===== src/rtl/enybul_app.sv =====
`default_nettype none
// +--------------------------------------------------------------------------+
// | Module      : enybul_app                                                  |
// | Description : Enemy bullet responder. Launches one bullet per fire        |
// |               request, steps it on step_tick and retires it on a hit, a   |
// |               collision or the grid edge, followed by a cooldown.         |
// | Revision    : 1.0                                                         |
// +--------------------------------------------------------------------------+
module enybul_app #(
    parameter int X_MAX          = 16,
    parameter int Y_MAX          = 20,
    parameter int COOLDOWN_TICKS = 2
) (
    input  logic       clk,
    input  logic       rst,
    input  logic       step_tick,
    input  logic       enybul_state,
    input  logic       tank_state,
    input  logic [4:0] enytank_xpos,
    input  logic [4:0] enytank_ypos,
    input  logic [1:0] tank_dir,
    input  logic [4:0] mytank_xpos,
    input  logic [4:0] mytank_ypos,
    input  logic       mybul_state,
    input  logic [4:0] mybul_x,
    input  logic [4:0] mybul_y,
    output logic       enybul_state_feedback,
    output logic [4:0] enybul_x,
    output logic [4:0] enybul_y,
    output logic [1:0] enybul_dir,
    output logic       enybul_visible,
    output logic       mytank_hit,
    output logic       bul_collide
);

    localparam logic [1:0] ST_IDLE = 2'd0;
    localparam logic [1:0] ST_FLY  = 2'd1;
    localparam logic [1:0] ST_COOL = 2'd2;

    localparam logic [1:0] C_DIR_UP    = 2'b00;
    localparam logic [1:0] C_DIR_DOWN  = 2'b01;
    localparam logic [1:0] C_DIR_LEFT  = 2'b10;

    localparam logic [4:0] C_X_MAX     = 5'(X_MAX);
    localparam logic [4:0] C_Y_MAX     = 5'(Y_MAX);
    localparam logic [2:0] C_COOL_LOAD = 3'(COOLDOWN_TICKS);

    logic [1:0] r_state;
    logic [2:0] r_cnt;

    logic       w_hit;
    logic       w_collide;
    logic       w_edge;
    logic [4:0] w_next_x;
    logic [4:0] w_next_y;

    // Edge test uses >= so an out-of-range launch cell can never wrap.
    always_comb begin
        w_hit     = (enybul_x == mytank_xpos) && (enybul_y == mytank_ypos);
        w_collide = mybul_state && (enybul_x == mybul_x) && (enybul_y == mybul_y);
        w_next_x  = enybul_x;
        w_next_y  = enybul_y;
        w_edge    = 1'b0;
        case (enybul_dir)
            C_DIR_UP: begin
                if (enybul_y == 5'd0) w_edge = 1'b1;
                else                  w_next_y = enybul_y - 5'd1;
            end
            C_DIR_DOWN: begin
                if (enybul_y >= C_Y_MAX) w_edge = 1'b1;
                else                     w_next_y = enybul_y + 5'd1;
            end
            C_DIR_LEFT: begin
                if (enybul_x == 5'd0) w_edge = 1'b1;
                else                  w_next_x = enybul_x - 5'd1;
            end
            default: begin
                if (enybul_x >= C_X_MAX) w_edge = 1'b1;
                else                     w_next_x = enybul_x + 5'd1;
            end
        endcase
    end

    always_ff @(posedge clk) begin
        if (rst) begin
            r_state     <= ST_IDLE;
            r_cnt       <= 3'd0;
            enybul_x    <= 5'd0;
            enybul_y    <= 5'd0;
            enybul_dir  <= 2'd0;
            mytank_hit  <= 1'b0;
            bul_collide <= 1'b0;
        end else begin
            mytank_hit  <= 1'b0;
            bul_collide <= 1'b0;
            case (r_state)
                ST_IDLE: begin
                    // A coincident step_tick is deliberately not used here.
                    if (enybul_state && tank_state) begin
                        enybul_x   <= enytank_xpos;
                        enybul_y   <= enytank_ypos;
                        enybul_dir <= tank_dir;
                        r_state    <= ST_FLY;
                    end
                end
                ST_FLY: begin
                    if (w_hit) begin
                        mytank_hit <= 1'b1;
                        r_state    <= ST_COOL;
                        r_cnt      <= C_COOL_LOAD;
                    end else if (w_collide) begin
                        bul_collide <= 1'b1;
                        r_state     <= ST_COOL;
                        r_cnt       <= C_COOL_LOAD;
                    end else if (step_tick) begin
                        if (w_edge) begin
                            r_state <= ST_COOL;
                            r_cnt   <= C_COOL_LOAD;
                        end else begin
                            enybul_x <= w_next_x;
                            enybul_y <= w_next_y;
                        end
                    end
                end
                ST_COOL: begin
                    if (r_cnt == 3'd0)  r_state <= ST_IDLE;
                    else if (step_tick) r_cnt   <= r_cnt - 3'd1;
                end
                default: r_state <= ST_IDLE;
            endcase
        end
    end

    assign enybul_state_feedback = (r_state != ST_IDLE);
    assign enybul_visible        = (r_state == ST_FLY);

endmodule
`default_nettype wire


===== config.mk =====
export PLATFORM = sky130hd
export DESIGN_NAME = enybul_app
export DESIGN_NICKNAME = d
export VERILOG_FILES = /design/src/rtl/enybul_app.sv
export SDC_FILE = /design/constraint.sdc
export NUM_CORES = 1
export LEC_CHECK = 0
export CAP_MARGIN = 20
export CORE_UTILIZATION = 63
export DETAILED_ROUTE_END_ITERATION = 7
export DONT_BUFFER_PORTS = 1
export GPL_ROUTABILITY_DRIVEN = 0
export PLACE_DENSITY = 0.79
export SLEW_MARGIN = 20
export SYNTH_ARGS = -nofsm -noshare
export SYNTH_HDL_FRONTEND = slang
export SYNTH_SLANG_ARGS = --single-unit

===== constraint.sdc =====
create_clock -name clk -period 2.1 [get_ports clk]
set_clock_uncertainty 0.1 [all_clocks]
set_input_delay 0.42 -clock clk [delete_from_list [all_inputs] [get_ports clk]]
set_output_delay 0.42 -clock clk [all_outputs]
set_load 0.005 [all_outputs]

Word-level counts from Yosys, hierarchy flattened
Index checks and enable logic that the tools add are counted.

storage, ports and cells
  flip-flop bits (word level) = 19
  bits of input ports = 38
  output and inout port bits = 16
  word-level logic and storage cells = 98

cells by class
  add/subtract/negate cells = 5
  magnitude comparators = 2
  eq/ne operators = 24
  mux-type cells = 39
  bitwise logic cells = 1
  reductions and logical operators = 20

operator list
  operator             count
  $mux 5               14
  $pmux 5 s2           4
  $eq 5x5->1           4
  $mux 3               6
  $ne 2x2->1 const B   9
  $reduce_and 9->1     2
  $mux 2               6
  $add 5x1->5 const B  2
  $ge 5x5->1 const B   2
  $logic_not 5->1      2
  $sub 5x1->5 const B  2
  $ne 3x3->1 const B   3
  $mux 1               6
  $pmux 2 s3           1
  $pmux 3 s2           1
  $reduce_bool 2->1    3
  $reduce_and 5->1     1
  $eq 2x1->1 const B   2
  $eq 2x2->1 const B   2
  $logic_and 1x1->1    4
  $logic_not 2->1      2
  $ne 4x1->1 const B   1
  $ne 4x2->1 const B   1
  $reduce_and 4->1     1
  other kinds (9)      10

Logic depth before layout (Yosys ltp)
Gate-level depths: netlist of the first run.

  depth in word-level cells = 8
  mapped depth = 9
  depth with buffers taken out = 9

Worst setup path before layout of the first run
No wires, ideal clock.

  kind = reg2reg
  start point = register enybul_dir[1]
  end point = register enybul_y[4]
  setup time = 0.091 ns
  data arrival time = 1.781 ns
  required time = 1.909 ns
  slack = 0.128 ns
  cell stages (with the launch flop) = 9
  path buffers = 0
  clock period less this slack = 1.972 ns
  cell sequence = dfxtp_1 nand2b_1 fa_1 a21o_1 a21oi_1 xnor2_1 nor2_1 a21oi_1 a311oi_1

on the way
  word-level cells in the longest chain between the ends = 7
  elaborated cells between the ends (all ways) = 15
  classes of those cells = eq/ne: 6; mux: 7; reduce/logical: 2

ends and longest elaborated chain
  element                                               RTL line  text
  from (decl)                                           30        output logic [1:0] enybul_dir,
  from (signal assigned)                                102       enybul_dir <= tank_dir;
  $eq 2x1->1 / $logic_not 2->1 (equally long branches)  64        case (enybul_dir)
  $pmux 5 s2                                            64
  $mux 5                                                116       if (w_edge) begin
  $mux 5                                                115       end else if (step_tick) begin
  $mux 5                                                111       end else if (w_collide) begin
  $mux 5                                                107       if (w_hit) begin
  $pmux 5 s2                                            96        case (r_state)
  to (signal assigned)                                  101       enybul_y <= enytank_ypos;
  to (signal assigned)                                  121       enybul_y <= w_next_y;
  to (decl)                                             29        output logic [4:0] enybul_y,

Several ways; a longest one is shown, not always the timed one. The select of a mux whose other input is x is not followed.
A chain may end at the register's enable or synchronous reset.

Worst setup path after layout of the first run
  start point = register enybul_x[4]
  end point = register enybul_x[4]

on the way
  word-level cells in the longest chain between the ends = 8
  elaborated cells between the ends (all ways) = 26
  classes of those cells = add/sub: 2; order compare: 1; eq/ne: 7; mux: 11; reduce/logical: 5

ends and longest elaborated chain
  element                                            RTL line  text
  from (decl)                                        28        output logic [4:0] enybul_x,
  from (signal assigned)                             100       enybul_x <= enytank_xpos;
  from (signal assigned)                             120       enybul_x <= w_next_x;
  $add 5x1->5 / $sub 5x1->5 (equally long branches)  79, 75
  $mux 5 (on tied branches)                          78, 74
  $pmux 5 s2                                         64
  $mux 5                                             116
  $mux 5                                             115
  $mux 5                                             111
  $mux 5                                             107
  $pmux 5 s2                                         96

Several ways; a longest one is shown, not always the timed one. The select of a mux whose other input is x is not followed.

==> results of run 1 <==
## flip-flops by register name, summed over array words and instances (netlist names)
name and count:
bul_collide 1, r_cnt 3, enybul_x 5, r_state 2
enybul_dir 2, mytank_hit 1, enybul_y 5
## repair_timing
action	CTS	global route
resized for setup	3	14
endpoints found under the setup margin	1	12
pin swaps	1	3
setup buffers	0	0
## power groups by stage
stage / clock (uW) / sequential (uW) / combinational (uW)
6_report: 194 / 439 / 374
5_1_grt: 210 / 445 / 408
4_1_cts: 193 / 434 / 358
3_5_place_dp: 0 / 443 / 354
3_3_place_gp: 0 / 441 / 339
2_1_floorplan: 0 / 428 / 284
## cell families (layout without fill, tap and decap cells)
logic type      after synthesis  count (layout)  synth area share (%)
simple gates                 70              70                  23.0
buf+inv                      15              24                  4.30
fa+ha+maj                    10              10                  8.92
compound gates               53              53                  24.5
xor+xnor                     27              27                  15.1
flops                        19              19                  24.2
## cell usage after synthesis (6+ instances only)
cell type   n
nor2_1     13
xor2_1     11
dfxtp_1    19
inv_1       6
a21oi_1    18
nand3_1     9
xnor2_1    16
nand2_1    16
nor3_1      7
ha_1        8
## worst reg2reg max path, cell delays in order, from the launching register on
cell and delay [ps]:
dfxtp_1 390, or4_4 570, o311ai_4 290, nor2_1 110, and3_4 210, o221ai_1 190
a21oi_1 100
## per-stage QoR
step	util, %	setup TNS (ps)	worst slack [ps]	power (uW)	cell area [um^2]
2_1_floorplan	-	0	128	712	1570
3_3_place_gp	73.0	0	84.2	780	1660
3_5_place_dp	73.0	-44.6	-44.6	797	1660
4_1_cts	74.4	0	30.9	985	1690
5_1_grt	76.3	-34.8	-30.7	1060	1740
6_report	76.3	0	54.5	1010	1740
## cell type report
class / count / area (um^2)
inverters: 7 / 26.3
clock buffers: 3 / 22.5
multi-input cells: 160 / 1160
flip-flops and latches: 19 / 392
clock inverters: 1 / 5.00
repair buffers: 13 / 97.6
fillers: 187 / 541
well taps: 28 / 35.0
## metal layers
metal	vias to the layer above	global-route usage (%)	wire length [um]
li1	728	-	-
met1	701	36.6	1620
met2	83	57.7	2190
met3	14	7.89	356
met4	0	14.9	116
met5	-	0	0
## path summary, 6_finish.rpt
| path | endpoint | from |
|---|---|---|
| setup reg to reg | enybul_x[4] | enybul_x[4] |
| setup / recovery | enybul_x[4] | enybul_x[4] |
| hold / removal | enybul_y[1] | rst |
| hold reg to reg | r_cnt[1] | r_cnt[1] |
==> flow_metrics.tcl, run 1 <==
set metrics [dict create \
    hold_slack_ps 65.8 \
    swShare_pct 36.8 \
    synth-edff-count 0 \
    grt_max_degree 23 \
    ant_nets 0 \
    synthTopCellsByArea "dfxtp_1 24%, xnor2_1 8.9%, ha_1 6.4%" \
    drv_slew 0 \
    p_leak_uw 0.000630 \
    grt_pass1_wl_mm 6.56 \
    clkTransAtPathRegs_ps 120 \
    slew_headroom_pct 59.2 \
    path_buf_inv 0 \
    clock_latency_ps 300 \
    cts_tree "done" \
    hold_path_depth 1 \
    clock_sinks 19 \
    syn_avg_cell_area_um2 8.09 \
    insertedDiodeCount 0 \
    core_area_um2 2280 \
    final_common_cell "a21oi_1" \
    critPathMaxFanout 5 \
    dp_hpwl_mm 3.28 \
    crit_path_end_kind "flop" \
    start_kind "flop" \
    rrSetupSlack_ps 50 \
    max_cap_violations 0 \
    p_per_area_nw_per_um2 580 \
    syn_inst 194 \
    dp_cells 227 \
    period_share_pct 97.4 \
    power_frac_comb_pct 37.2 \
    critical_path.top_delay_family "simple AND/OR/NAND/NOR gates" \
    drt_iter0_drc 60 \
    dieArea_um2 2700 \
    row_count 17 \
    ctsHoldBuffers 0 \
    finalHoldViolCount 0 \
    netSwitchingPower_uw 370 \
    cts_max_level 1 \
    dr.pass1.iters 4 \
    root_buffer "clkbuf_4" \
    crit_required_ps 2200 \
    crit_slowest_cell "or4_4" \
    vias_per_cell 6.61 \
    critical_path_class "flop to flop" \
    yosysWarnings 0 \
    mappedNetlistNets 242 \
    synth_ff_type "dfxtp_1" \
    setup-violations-final 0 \
    grt_antenna_before_repair 0 \
    stdcell_count 231 \
    final.min_clock_period_ps 2050 \
    clock.fmax_mhz 489 \
    arrival_ps 2140 \
    grtUsageTotal_pct 32.7 \
    crit_path_max_incr_delay_ps 570 \
    async_flop_share_pct 0 \
    hp-class "primary input to flop" \
    path_cells "or4_4 -> o311ai_4 -> nor2_1 -> and3_4 -> o221ai_1 -> a21oi_1" \
    worst-path-stages 6 \
    worst-r2r-cell-count 6 \
    ios 54 \
    final_nets 252 \
    drc 0 \
    status "complete, no violations" \
    netlist_area_um2 1570 \
    drive_gt1_share_pct 19.2 \
    routedWlPerCell_um 18.5 \
    grt_pass1_vias 1478 \
    p_int_uw 637 \
    port-buffer-count 0 \
    pwr-share-clk_pct 19.2 \
    die_h_um 51.9 \
    max-vdd-ir-drop_uv 453 \
    final_cell_mix "17 x a21oi_1, 16 x xnor2_1, 16 x nand2_1" \
    synth_seq_cells 19 \
    syn2layout_area_growth_pct 10.5 \
    ys_types 44 \
    seqPwrFrac_pct 43.6 \
    drt-total-wl_mm 4.28 \
    yosys.area.top_type_share_pct 24.2 \
    numCtsBuffers 3 \
    start_util_pct 69.0 \
    gr-total-overflow 0 \
    tightest_slew_ps 609 \
    synth_top_area_cell "dfxtp_1" \
    clockBufferDepth 2 \
    num_vias 1526 \
    seq_area_frac_synth_pct 24.2 \
    die-width_um 51.9 \
]
No activity file was read; power rests on OpenSTA's default activity.
==> inputs of run 2 (changes only) <==
--- a/config.mk
+++ b/config.mk
@@ -11,7 +11,6 @@
 export DONT_BUFFER_PORTS = 1
 export GPL_ROUTABILITY_DRIVEN = 0
 export PLACE_DENSITY = 0.79
-export SLEW_MARGIN = 20
 export SYNTH_ARGS = -nofsm -noshare
 export SYNTH_HDL_FRONTEND = slang
 export SYNTH_SLANG_ARGS = --single-unit
==> results of run 2 <==
Same layout as run 1: the final DEF is identical, and so are final timing and power.
==> inputs of run 3 (changes only) <==
--- a/config.mk
+++ b/config.mk
@@ -5,7 +5,7 @@
 export SDC_FILE = /design/constraint.sdc
 export NUM_CORES = 1
 export LEC_CHECK = 0
-export CAP_MARGIN = 20
+export CAP_MARGIN = 15
 export CORE_UTILIZATION = 63
 export DETAILED_ROUTE_END_ITERATION = 7
 export DONT_BUFFER_PORTS = 1
==> results of run 3 <==
Same layout as run 1: the final DEF is identical, and so are final timing and power.
